**config.mk**
```make
export PLATFORM = sky130hd
export DESIGN_NAME = vga_timing_gen_flat
export DESIGN_NICKNAME = d
export VERILOG_FILES = /design/src/rtl/vga_timing_gen_pkg.sv /design/src/rtl/vga_timing_gen_if.sv /design/src/rtl/vga_timing_gen_clk_en_div.sv /design/src/rtl/vga_timing_gen.sv /design/src/flat_wrapper.sv
export SDC_FILE = /design/constraint.sdc
export NUM_CORES = 1
export LEC_CHECK = 0
export CORE_ASPECT_RATIO = 1.25
export CORE_MARGIN = 2
export CORE_UTILIZATION = 46
export DETAILED_ROUTE_END_ITERATION = 7
export PLACE_DENSITY_LB_ADDON = 0.05
export SETUP_SLACK_MARGIN = 0.1
export SLEW_MARGIN = 20
export SYNTH_ARGS = -nofsm -noshare
export SYNTH_HDL_FRONTEND = slang
export SYNTH_HIERARCHICAL = 1
export SYNTH_SLANG_ARGS = --single-unit
```
**constraint.sdc**
```tcl
create_clock -name clk -period 2 [get_ports clk]
set_clock_uncertainty 0.2 [all_clocks]
set_input_delay 0.3 -clock clk [delete_from_list [all_inputs] [get_ports clk]]
set_output_delay 0.3 -clock clk [all_outputs]
set_load 0.005 [all_outputs]
```
**src/rtl/vga_timing_gen_pkg.sv**
```systemverilog
// Shared VGA raster constants, coordinate types and decode helpers for the timing generator.
// The frame counter is built only when VGA_FRAME_CNT_EN is defined.
package vga_pkg;

    localparam int COORD_W     = 10;
    localparam int FRAME_CNT_W = 16;

    localparam int H_ACTIVE_DEF = 640;
    localparam int H_FP_DEF     = 16;
    localparam int H_SYNC_DEF   = 96;
    localparam int H_BP_DEF     = 48;
    localparam int H_TOTAL_DEF  = H_ACTIVE_DEF + H_FP_DEF + H_SYNC_DEF + H_BP_DEF;

    localparam int V_ACTIVE_DEF = 480;
    localparam int V_FP_DEF     = 10;
    localparam int V_SYNC_DEF   = 2;
    localparam int V_BP_DEF     = 33;
    localparam int V_TOTAL_DEF  = V_ACTIVE_DEF + V_FP_DEF + V_SYNC_DEF + V_BP_DEF;

    typedef logic [COORD_W-1:0]     coord_t;
    typedef logic [FRAME_CNT_W-1:0] frame_cnt_t;

    typedef struct packed {
        logic   de;
        logic   hsync;
        logic   vsync;
        logic   line_start;
        logic   frame_start;
        coord_t x;
        coord_t y;
    } raster_t;

    // Syncs idle high, so the reset image is not all-zero.
    localparam raster_t RASTER_RESET = '{
        de:          1'b0,
        hsync:       1'b1,
        vsync:       1'b1,
        line_start:  1'b0,
        frame_start: 1'b0,
        x:           '0,
        y:           '0
    };

    function automatic logic in_window(coord_t val, coord_t lo, coord_t hi);
        return (val >= lo) && (val < hi);
    endfunction

endpackage

```
**src/rtl/vga_timing_gen_if.sv**
```systemverilog
// Raster output bundle of vga_timing_gen; the generator drives master, consumers use slave.
interface vga_timing_gen_if;
    import vga_pkg::*;

    logic       pix_ce;
    logic       de;
    coord_t     x;
    coord_t     y;
    logic       hsync;
    logic       vsync;
    logic       frame_start;
    logic       line_start;
    frame_cnt_t frame_cnt;

    modport master (
        output pix_ce, de, x, y, hsync, vsync, frame_start, line_start, frame_cnt
    );

    modport slave (
        input pix_ce, de, x, y, hsync, vsync, frame_start, line_start, frame_cnt
    );

endinterface

```
**src/rtl/vga_timing_gen_clk_en_div.sv**
```systemverilog
// Reusable clock-enable divider: tick is high for one clk out of every CLK_DIV.
// With CLK_DIV=1 the counter never leaves 0, so tick is permanently asserted.
module clk_en_div #(
    parameter int CLK_DIV = 4
) (
    input  logic clk,
    input  logic reset_n,
    output logic tick
);

    localparam int CNT_W = (CLK_DIV > 1) ? $clog2(CLK_DIV) : 1;
    localparam logic [CNT_W-1:0] LAST = CNT_W'(CLK_DIV - 1);

    logic [CNT_W-1:0] r_div_cnt;

    always_ff @(posedge clk or negedge reset_n) begin
        if (!reset_n) begin
            r_div_cnt <= '0;
        end else if (r_div_cnt == LAST) begin
            r_div_cnt <= '0;
        end else begin
            r_div_cnt <= r_div_cnt + 1'b1;
        end
    end

    assign tick = (r_div_cnt == LAST);

endmodule

```
**src/rtl/vga_timing_gen.sv**
```systemverilog
// 640x480@60 raster timing: pixel-rate counters, decode and registered outputs.
// Optional frame counter enabled by defining VGA_FRAME_CNT_EN; otherwise frame_cnt is tied to 0.
module vga_timing_gen
    import vga_pkg::*;
#(
    parameter int CLK_DIV  = 4,
    parameter int H_ACTIVE = H_ACTIVE_DEF,
    parameter int H_FP     = H_FP_DEF,
    parameter int H_SYNC   = H_SYNC_DEF,
    parameter int H_BP     = H_BP_DEF,
    parameter int V_ACTIVE = V_ACTIVE_DEF,
    parameter int V_FP     = V_FP_DEF,
    parameter int V_SYNC   = V_SYNC_DEF,
    parameter int V_BP     = V_BP_DEF
) (
    input  logic             clk,
    input  logic             reset_n,
    vga_timing_gen_if.master vga
);

    localparam int H_TOTAL = H_ACTIVE + H_FP + H_SYNC + H_BP;
    localparam int V_TOTAL = V_ACTIVE + V_FP + V_SYNC + V_BP;

    localparam coord_t H_LAST     = coord_t'(H_TOTAL - 1);
    localparam coord_t V_LAST     = coord_t'(V_TOTAL - 1);
    localparam coord_t H_ACT_END  = coord_t'(H_ACTIVE);
    localparam coord_t V_ACT_END  = coord_t'(V_ACTIVE);
    localparam coord_t HS_START   = coord_t'(H_ACTIVE + H_FP);
    localparam coord_t HS_END     = coord_t'(H_ACTIVE + H_FP + H_SYNC);
    localparam coord_t VS_START   = coord_t'(V_ACTIVE + V_FP);
    localparam coord_t VS_END     = coord_t'(V_ACTIVE + V_FP + V_SYNC);

    logic    w_tick;
    coord_t  r_h_cnt;
    coord_t  r_v_cnt;
    raster_t w_decode;
    raster_t r_out;
    logic    r_pix_ce;
    logic    w_at_origin;

    clk_en_div #(
        .CLK_DIV (CLK_DIV)
    ) u_clk_en_div (
        .clk     (clk),
        .reset_n (reset_n),
        .tick    (w_tick)
    );

    always_ff @(posedge clk or negedge reset_n) begin
        if (!reset_n) begin
            r_h_cnt <= '0;
            r_v_cnt <= '0;
        end else if (w_tick) begin
            if (r_h_cnt == H_LAST) begin
                r_h_cnt <= '0;
                if (r_v_cnt == V_LAST) begin
                    r_v_cnt <= '0;
                end else begin
                    r_v_cnt <= r_v_cnt + 1'b1;
                end
            end else begin
                r_h_cnt <= r_h_cnt + 1'b1;
            end
        end
    end

    assign w_at_origin = (r_h_cnt == '0) && (r_v_cnt == '0);

    always_comb begin
        w_decode             = RASTER_RESET;
        w_decode.x           = r_h_cnt;
        w_decode.y           = r_v_cnt;
        w_decode.de          = (r_h_cnt < H_ACT_END) && (r_v_cnt < V_ACT_END);
        w_decode.hsync       = !in_window(r_h_cnt, HS_START, HS_END);
        w_decode.vsync       = !in_window(r_v_cnt, VS_START, VS_END);
        w_decode.line_start  = (r_h_cnt == '0);
        w_decode.frame_start = w_at_origin;
    end

    // Outputs load on the tick edge, so pix_ce registered from the tick lines up with them.
    always_ff @(posedge clk or negedge reset_n) begin
        if (!reset_n) begin
            r_out    <= RASTER_RESET;
            r_pix_ce <= 1'b0;
        end else begin
            r_pix_ce <= w_tick;
            if (w_tick) begin
                r_out <= w_decode;
            end
        end
    end

    assign vga.pix_ce      = r_pix_ce;
    assign vga.de          = r_out.de;
    assign vga.x           = r_out.x;
    assign vga.y           = r_out.y;
    assign vga.hsync       = r_out.hsync;
    assign vga.vsync       = r_out.vsync;
    assign vga.line_start  = r_out.line_start;
    assign vga.frame_start = r_out.frame_start;

`ifdef VGA_FRAME_CNT_EN
    logic       r_first_seen;
    frame_cnt_t r_frame_cnt;

    // The first origin after reset only arms the counter, so frame one reads 0.
    always_ff @(posedge clk or negedge reset_n) begin
        if (!reset_n) begin
            r_first_seen <= 1'b0;
            r_frame_cnt  <= '0;
        end else if (w_tick && w_at_origin) begin
            r_first_seen <= 1'b1;
            if (r_first_seen) begin
                r_frame_cnt <= r_frame_cnt + 1'b1;
            end
        end
    end

    assign vga.frame_cnt = r_frame_cnt;
`else
    assign vga.frame_cnt = '0;
`endif

endmodule

```
**src/flat_wrapper.sv**
```systemverilog
// flat-port wrapper written by rule: the top's interface ports become plain ports
module vga_timing_gen_flat import vga_pkg::*;
#(
    parameter int CLK_DIV  = 4,
    parameter int H_ACTIVE = H_ACTIVE_DEF,
    parameter int H_FP     = H_FP_DEF,
    parameter int H_SYNC   = H_SYNC_DEF,
    parameter int H_BP     = H_BP_DEF,
    parameter int V_ACTIVE = V_ACTIVE_DEF,
    parameter int V_FP     = V_FP_DEF,
    parameter int V_SYNC   = V_SYNC_DEF,
    parameter int V_BP     = V_BP_DEF
)
  (clk, reset_n, vga_pix_ce, vga_de, vga_x, vga_y, vga_hsync, vga_vsync, vga_frame_start, vga_line_start, vga_frame_cnt);
  vga_timing_gen_if vga_i ();
  input  logic clk;
  input  logic reset_n;
  output wire logic [$bits(vga_i.pix_ce)-1:0] vga_pix_ce;
  output wire logic [$bits(vga_i.de)-1:0] vga_de;
  output wire logic [$bits(vga_i.x)-1:0] vga_x;
  output wire logic [$bits(vga_i.y)-1:0] vga_y;
  output wire logic [$bits(vga_i.hsync)-1:0] vga_hsync;
  output wire logic [$bits(vga_i.vsync)-1:0] vga_vsync;
  output wire logic [$bits(vga_i.frame_start)-1:0] vga_frame_start;
  output wire logic [$bits(vga_i.line_start)-1:0] vga_line_start;
  output wire logic [$bits(vga_i.frame_cnt)-1:0] vga_frame_cnt;
  assign vga_pix_ce = vga_i.pix_ce;
  assign vga_de = vga_i.de;
  assign vga_x = vga_i.x;
  assign vga_y = vga_i.y;
  assign vga_hsync = vga_i.hsync;
  assign vga_vsync = vga_i.vsync;
  assign vga_frame_start = vga_i.frame_start;
  assign vga_line_start = vga_i.line_start;
  assign vga_frame_cnt = vga_i.frame_cnt;
  vga_timing_gen #(.CLK_DIV(CLK_DIV), .H_ACTIVE(H_ACTIVE), .H_FP(H_FP), .H_SYNC(H_SYNC), .H_BP(H_BP), .V_ACTIVE(V_ACTIVE), .V_FP(V_FP), .V_SYNC(V_SYNC), .V_BP(V_BP)) u_core (.clk(clk), .reset_n(reset_n), .vga(vga_i));
endmodule
```
==> results of run 1 <==
==> logic make-up after synthesis <==
group,Yosys count
AND/OR/NAND/NOR,58
flip-flops,48
buffers and inverters,34
AO/OA/AOI/OAI,28
multiplexers,18
XOR/XNOR,10
adder cells (fa/ha/maj),5
other,1
==> layer usage <==
metal  GRT usage  share of wire  vias up
met2       0.342           0.55       30
li1            -              -      791
met1       0.238           0.41      847
met4      0.0571          0.010        0
met5           0              0        -
met3      0.0339          0.027        6
==> flip-flops by register name, summed over array words and instances (netlist names), 2 cells and up <==
register	count
u_core/vga.y	10
u_core/vga.x	10
u_core/u_clk_en_div/r_div_cnt	2
u_core/r_v_cnt	10
u_core/r_h_cnt	10
==> cell usage after synthesis (all sizes together) (2+ instances only) <==
library cell | number | share of area
a21oi | 4 | 0.0089
and3 | 2 | 0.0055
buf | 18 | 0.057
clkbuf | 5 | 0.0083
dfrtp | 46 | 0.51
dfstp | 2 | 0.023
ha | 5 | 0.028
inv | 11 | 0.018
mux2 | 18 | 0.090
nand2 | 12 | 0.020
nand3 | 8 | 0.018
nand4 | 6 | 0.019
nand4b | 2 | 0.0078
nor2 | 12 | 0.020
nor3 | 5 | 0.013
nor4 | 3 | 0.0083
o21ai | 12 | 0.027
o31ai | 4 | 0.016
or3 | 3 | 0.011
xnor2 | 8 | 0.031
xor2 | 2 | 0.0078
==> report_power, final <==
| part | total (uW) | switching [uW] | internal, uW | leakage [uW] |
|---|---|---|---|---|
| clock network | 574 | 292 | 282 | 0.0000455 |
| logic | 29.1 | 25.8 | 3.23 | 0.000637 |
| registers | 970 | 0 | 970 | 0.000629 |
==> worst max-delay path: stages (launching register included) <==
cell	delay (ns)
dfrtp_1	0.38
or3_4	0.40
or4_4	0.51
o31ai_2	0.21
o31ai_1	0.10
==> stage by stage <==
step                power (uW)  cells
floorplan                 1020    217
global placement          1020    301
detailed placement        1020    301
CTS                       1600    314
global route              1640    322
finish                    1570    322
==> repair_timing <==
action / CTS / global route
pin swaps: 2 / 3
hold endpoints to repair: 46 / 0
buffers inserted: 4 / 8
resized for setup: 2 / 9
hold buffers: 1 / 0
endpoints found under the setup margin: 6 / 10
==> path summary, 6_finish.rpt <==
check / cells past startpoint / from / to / slack [ns]
setup / recovery: 4 / u_core/r_h_cnt[6] / u_core/r_v_cnt[9] / 0.08
hold / removal: 2 / u_core/vga.hsync / u_core/vga.hsync / 0.29
setup reg to reg: 4 / u_core/r_h_cnt[6] / u_core/r_v_cnt[9] / 0.08
hold reg to reg: 2 / u_core/vga.hsync / u_core/vga.hsync / 0.29
max in group asynchronous: 3 / reset_n / u_core/vga.y[7] / 0.77
min in group asynchronous: 3 / reset_n / u_core/vga.y[2] / 0.42
==> cell type report <==
type                       instances  share of cell area
clock buffer                       8              0.0307
inverter                          11              0.0140
multi-input combinational        135               0.341
sequential                        48               0.410
tap                               60              0.0255
timing repair buffer              60               0.179
==> run_results.csv, run 1 <==
group,metric,value,unit
power,p_per_area,535,nW/um2
place,placed_cell_area,2700,um2
route,dr.pass1.iters,4,
synthesis,synth_top_family_by_area,"simple AND/OR/NAND/NOR gates",
place,place_ws,0.00839,ns
floorplanning,dieWidth,66.7,um
final_layout,multi_input_area,1000,um2
global_route,first_global_vias,1620,
synthesis,synth-simple-area-share,0.139,
timing,report.final.hold_viol_count,0,
timing,rsz0062_at_grt,"yes",
final_layout,area_growth,30.2,%
timing,whs,0.294,ns
critical_path,crit_fanout,7,
clock_tree,clockBufferDepth,2,
route,wl_per_cell,14.8,um
final_layout,nFillCells,418,
outcome,status,"complete, no violations",
synthesis,ys_seq_area_frac,0.533,
timing,worst_pin_slew,0.597,ns
place,routabilityCongestion,0.948,
synthesis,synth-compound-area-share,0.0859,
synthesis,synth_fa_ha_area_frac,0.0277,
synthesis,netlist_area,2260,um2
critical_path,crit_path_end_kind,"register",
synthesis,synth.avg_cell_area,11.2,um2
floorplanning,start_util,0.477,
global_route,grt_pass1_wl,7980,um
global_route,grt_usage,0.192,
synthesis,synth.distinct_cells,41,
final_layout,final_layout_size_suffix_gt1_frac,0.275,
clock_tree,clkSinkCount,48,
clock_tree,clk_latency,0.29,ns
floorplanning,num_rows,28,
clock_tree,root_buffer,"clkbuf_8",
synthesis,synth_xor_xnor_area_share,0.0388,
final_layout,post-route-util,0.621,
route,antenna_left,0,
clock_tree,cts_tree,"built",
global_route,grt_max_degree,49,
clock_tree,cts_max_level,2,
floorplanning,die_h,82.3,um
synthesis,ys_ff_latch,48,
power,ir_worst_vdd,0.000432,V
final_layout,final_common_cell,"dfrtp_1",
global_route,antenna_found_initial,0,
timing,fmax,522,MHz
critical_path,crit_type,"register to register",
critical_path,worstPathRequired,1.97,ns
synthesis,synth_enable_flop_cells,0,
synthesis,async_flop_share,1.00,
synthesis,synth_mux_area_frac,0.0898,
synthesis,ys_warn_count,6,
clock_tree,cts_made_buffers,5,
final_layout,antenna_cells,0,
timing,setup_viol_count_final,0,
route,remaining_drc_errors,0,
clock_tree,path_clk_slew,0.08,ns
timing,slew_headroom,0.602,
final_layout,final_cell_mix,"dfrtp_1, buf_4, clkdlybuf4s50_1",
floorplanning,core-area,4730,um2
route,avgViaCountPerCell,5.20,
run,drv_cap,0,
synthesis,synth_ff_type,"dfrtp_1",
final_layout,fin_area,2940,um2
power,p_leak,0.00131,uW
timing,report.final.slew_viol_count,0,
route,drt-total-wl,4760,um
synthesis,syn_inst,202,
timing,period_needed,1.92,ns
place,port_buffers,27,
min_path,hold_path.class,"register to register",
place,hpwlAfterDp,3340,um
route,drt_iter0_markers,109,
critical_path,cp_data_arrival_time,1.89,ns
route,vias,1674,
final_layout,nets,268,
timing,finalWorstSetupSlack,0.0835,ns
critical_path,crit_path_start_kind,"register",
timing,fin_crit_sh,0.958,
global_route,gr-total-overflow,0,
final_layout,regArea,1200,um2
floorplanning,dieArea,5490,um2
timing,tns,0,ns
floorplanning,pin_count,44,
Note: power is estimated with default switching activity, not from simulation.
==> inputs of run 2 (changes only) <==
SLEW_MARGIN = default   (was 20)
==> results of run 2 <==
Same layout as run 1: the final DEF is identical, and so are final timing and power.
==> inputs of run 3 (changes only) <==
CAP_MARGIN = 20   (was default)
CORE_UTILIZATION = 50   (was 46)
HOLD_SLACK_MARGIN = 0.12   (was default)
clock period = 1.9 ns   (was 2 ns; I/O delays follow)
==> run 3 against run 2 <==
  * The flow now finishes with violations (negative setup slack)
  * Sequential power grew 5%
  * Sequential share of layout area fell by 1.0 points
  * Highest routed layer unchanged
  * Power up 6.2%
  * Non-clock buffer count increased by 2
  * Clock power up 7.1%
  * Via count is 1.0% higher
  * Largest power group unchanged
  * Critical path type unchanged
  * Global-route usage up 0.87 points
  * Count of clock-buffer cells in the layout stayed put
  * Maximum frequency is 3.0% lower
  * First-iteration DRC count down 26%
  * Critical endpoint is now u_core/r_v_cnt[8]
==> run_results.csv, run 3 (same netlist as run 1, synthesis figures left out) <==
group,metric,value,unit
floorplanning,start_util,0.518,
route,met2RoutedLength,2710,um
power,p_int,1320,uW
global_route,gr-total-overflow,0,
route,dr_wl_met3,160,um
critical_path,crit_type,"register to register",
timing,worst_pin_slew,0.525,ns
route,drt-total-wl,4950,um
timing,tns,-0.148,ns
timing,fin_crit_sh,1.04,
critical_path,cp.depth,6,
final_layout,antenna_cells,0,
power,netSwitchingPower,347,uW
clock_tree,root_buffer,"clkbuf_8",
timing,period_needed,1.98,ns
outcome,violations,"negative setup slack",
floorplanning,dieWidth,64.1,um
critical_path,crit_path_end_kind,"register",
timing,finalWorstSetupSlack,-0.0756,ns
timing,whs,0.241,ns
timing,slew_headroom,0.650,
route,avgViaCountPerCell,5.25,
critical_path,r2r_cells,6,
final_layout,final_cell_mix,"dfrtp_1, buf_4, clkdlybuf4s50_1",
timing,setup_viol_count_final,3,
power,ir_worst_vdd,0.000477,V
route,antenna_left,0,
floorplanning,pin_count,44,
route,remaining_drc_errors,0,
route,wl_per_cell,15.4,um
route,drt_iter0_markers,81,
place,placed_cell_area,2730,um2
timing,fmax,506,MHz
final_layout,final_common_cell,"dfrtp_1",
place,hpwlAfterDp,3450,um
final_layout,nets,270,
critical_path,cp_num_buf_inv,2,
final_layout,area_growth,33.5,%
timing,rsz0062_at_grt,"yes",
clock_tree,cts_tree,"built",
critical_path,cp_data_arrival_time,1.95,ns
floorplanning,core-area,4360,um2
global_route,first_global_vias,1688,
power,p_total,1670,uW
global_route,grt_max_degree,28,
min_path,hold_path.class,"register to register",
timing,report.final.hold_viol_count,0,
min_path,holdPathStages,1,
clock_tree,path_clk_slew,0.08,ns
critical_path,critPathMaxStageDelay,0.40,ns
final_layout,fin_area,3010,um2
critical_path,crit_top_cell,"buf_4",
power,clkPwrFrac,0.368,
power,seqPwrFrac,0.611,
clock_tree,cts_max_level,2,
timing,report.final.slew_viol_count,0,
route,vias,1691,
route,wl_met1,2000,um
final_layout,final_layout_size_suffix_gt1_frac,0.299,
place,port_buffers,27,
power,pwr-share-comb,0.021,
global_route,grt_pass1_wl,7870,um
floorplanning,die_h,79.1,um
critical_path,cp_slowest_cell,"or3_4",
route,dr.pass1.iters,4,
clock_tree,clkSinkCount,48,
critical_path,path_delay_family,"simple AND/OR/NAND/NOR gates",
critical_path,crit_fanout,4,
place,place_ws,-0.0377,ns
critical_path,path_cells,"or3_4 > buf_4 > nor4_4 > buf_4 > nand4_1 > xnor2_1",
outcome,status,"finished with violations",
final_layout,nFillCells,324,
route,routed.top_layer,"met4",
critical_path,crit_path_start_kind,"register",
power,p_per_area,554,nW/um2
power,switching_share,0.207,
place,routabilityCongestion,0.948,
clock_tree,clk_latency,0.30,ns
clock_tree,clockBufferDepth,2,
power,p_leak,0.00133,uW
global_route,antenna_found_initial,0,
floorplanning,num_rows,27,
run,drv_cap,0,
global_route,grt_usage,0.201,
critical_path,worstPathRequired,1.88,ns
floorplanning,dieArea,5070,um2
clock_tree,cts_made_buffers,5,
## run 3: per-layer routing
layer  global-route usage  vias up
met5                    0        -
met4               0.0723        0
met3               0.0482        9
met2                0.363       36
met1                0.229      848
li1                     -      798
## run 3: final timing paths
path	start	endpoint	slack, ns
setup / recovery	u_core/r_h_cnt[6]	u_core/r_v_cnt[8]	-0.08
hold / removal	u_core/u_clk_en_div/r_div_cnt[0]	u_core/u_clk_en_div/r_div_cnt[0]	0.24
setup reg to reg	u_core/r_h_cnt[6]	u_core/r_v_cnt[8]	-0.08
hold reg to reg	u_core/u_clk_en_div/r_div_cnt[0]	u_core/u_clk_en_div/r_div_cnt[0]	0.24
max in group asynchronous	reset_n	u_core/vga.y[5]	0.68
min in group asynchronous	reset_n	u_core/vga.pix_ce	0.30
## run 3: cell type report
class | count | area, um2 | share of cell area
Multi-Input combinational cell | 135 | 1050 | 0.349
Tap cell | 58 | 72.6 | 0.0241
Timing Repair Buffer | 62 | 556 | 0.184
Inverter | 11 | 41.3 | 0.0137
Sequential cell | 48 | 1200 | 0.399
Clock buffer | 8 | 90.1 | 0.0299
## run 3: power groups by stage
stage | logic [uW] | registers (uW) | clock network, uW
floorplan | 30.7 | 1040 | 0
detailed placement | 33.7 | 1040 | 0
finish | 34.4 | 1020 | 615
global placement | 32.2 | 1040 | 0
CTS | 35.1 | 1020 | 638
global route | 41.1 | 1020 | 681
## run 3: timing repair
item	in CTS	in global routing
setup endpoints to repair	9	13
gates resized for setup	5	17
hold buffers	1	0
setup buffers	2	9
pin swaps	0	4
hold endpoints to repair	21	0
## run 3: stage by stage
stage           util  instances
3_3_place_gp   0.626        302
5_1_grt        0.692        322
2_1_floorplan      -        217
3_5_place_dp   0.626        302
6_report       0.692        322
4_1_cts        0.657        313
==> patch, RTL diff (flow settings as in run 2) <==
The option `VGA_FRAME_CNT_EN` is turned on by a define.
--- a/src/rtl/vga_timing_gen.sv
+++ b/src/rtl/vga_timing_gen.sv
@@ -1,5 +1,7 @@
 // 640x480@60 raster timing: pixel-rate counters, decode and registered outputs.
 // Optional frame counter enabled by defining VGA_FRAME_CNT_EN; otherwise frame_cnt is tied to 0.
+`define VGA_FRAME_CNT_EN
+
 module vga_timing_gen
     import vga_pkg::*;
 #(
Check against the original RTL: no difference found for any inputs over 10 cycles, from zero or initial values and one cycle with reset_n low; that may be too few to reach the edited logic, so the function may still have changed.
==> patch against run 2 <==
Power increased by 50%; largest cell class unchanged; clock power increased by 76%; area after synthesis increased by 38%; via count increased by 42%; routed wire length increased by 47%; non-clock buffer count increased by 30; critical endpoint unchanged; critical path type unchanged; final area increased by 49%; sequential cell count increased by 17; final cell count increased by 39%; critical path depth increased by 2; worst setup slack got worse by 0.0048 ns.
==> patch: results (changes against run 2) <==
{| class="wikitable"
! Metric !! Value
|-
| Hold WS || 0.2422 ns (-0.05198 ns)
|-
| Combinational fraction of design power || 1.5% (-0.3 points)
|-
| Filler Cell Count || 496 (+19%)
|-
| Final clock period utilization by the worst path || 96.07% (+0.24 points)
|-
| Number of clock buffers in the layout || 13 (+5)
|-
| Post-detailed-route wirelength per cell || 15.69 um (+6.0%)
|-
| Port Buffer Count || 43 (+59%)
|-
| Synthesized-area fraction occupied by xor and xnor cells || 7.300% (+3.4 points)
|-
| Outcome || complete, no violations
|-
| Transition time of the tightest slew-check pin || 0.4731 ns (-0.1236 ns)
|-
| Synthesized-area fraction occupied by ao, oa, aoi and oai cells || 4.051% (-4.5 points)
|-
| Layout net count || 362 (+35%)
|-
| Delay contributed by the slowest stage of the critical path || 0.49 ns (-0.02 ns)
|-
| Sequential cell area share || 37.23% (-3.7 points)
|-
| Synthesis-stage register bit count || 65 (+35%)
|-
| Most instantiated cells after synthesis || 63 x sky130_fd_sc_hd__dfrtp_1, 20 x sky130_fd_sc_hd__mux2_2, 18 x sky130_fd_sc_hd__xor2_1
|-
| Resize count post-CTS || 17 (+15)
|-
| Proportion of cell area spent on the clock network || 3.968% (+0.90 points)
|-
| TritonCTS buffer count || 9 (+4)
|-
| Power Clock || 0.00101 W (+76%)
|-
| Gp weighted congestion || 0.8107 (-14%)
|-
| Leakage component of the power || 1.925 nW (+47%)
|-
| Clk Latency, worst-skew pair || 0.35 ns (+0.06 ns)
|-
| Net switching power || 0.0005296 W (+67%)
|-
| Proportion of synthesized chip area in sequential cells || 52.23% (-1.1 points)
|-
| Post-Synth Adder-Cell Area || 2.407% (-0.36 points)
|-
| Count of routing violations after the opening detailed-route iteration || 89 (-18%)
|-
| Share of final layout cell area taken by non-clock buffers || 19.58% (+1.7 points)
|-
| Mux contribution to synthesized area || 7.862% (-1.1 points)
|-
| Total via count after detailed routing || 2381 (+42%)
|-
| Worst Hold Class || in2async
|-
| Wire length of the first global-routing pass || 11500 um (+44%)
|-
| Setup slack after placement || -0.04411 ns (-0.05250 ns)
|-
| Largest net degree at the start of global routing || 28 (-43%)
|-
| Number of global-route vias before repair || 2298 (+42%)
|}
patch: cell count changes after synthesis, moves of 6 or more:
cell,run 2,this run
sky130_fd_sc_hd__nor3_2,1,7
sky130_fd_sc_hd__nand4_1,5,13
sky130_fd_sc_hd__xor2_1,2,18
sky130_fd_sc_hd__dfrtp_1,46,63
sky130_fd_sc_hd__buf_4,16,3
sky130_fd_sc_hd__nor4_1,3,9
patch: stage by stage:
stage	total power (W)	utilization [%]	std cells	setup TNS, ns
3_5_place_dp	0.001377	58.68	418	-0.06928
4_1_cts	0.002387	63.35	439	0
2_1_floorplan	0.001340	-	266	0
5_1_grt	0.002455	66.76	446	-0.02320
3_3_place_gp	0.001377	58.68	418	-0.04530
6_report	0.002366	66.76	446	0
patch: routing by layer:
metal / vias to the layer above / track usage, %
met5: - / 0
met4: 0 / 12.95
met3: 16 / 3.377
met2: 54 / 31.39
met1: 1175 / 26.19
li1: 1136 / -
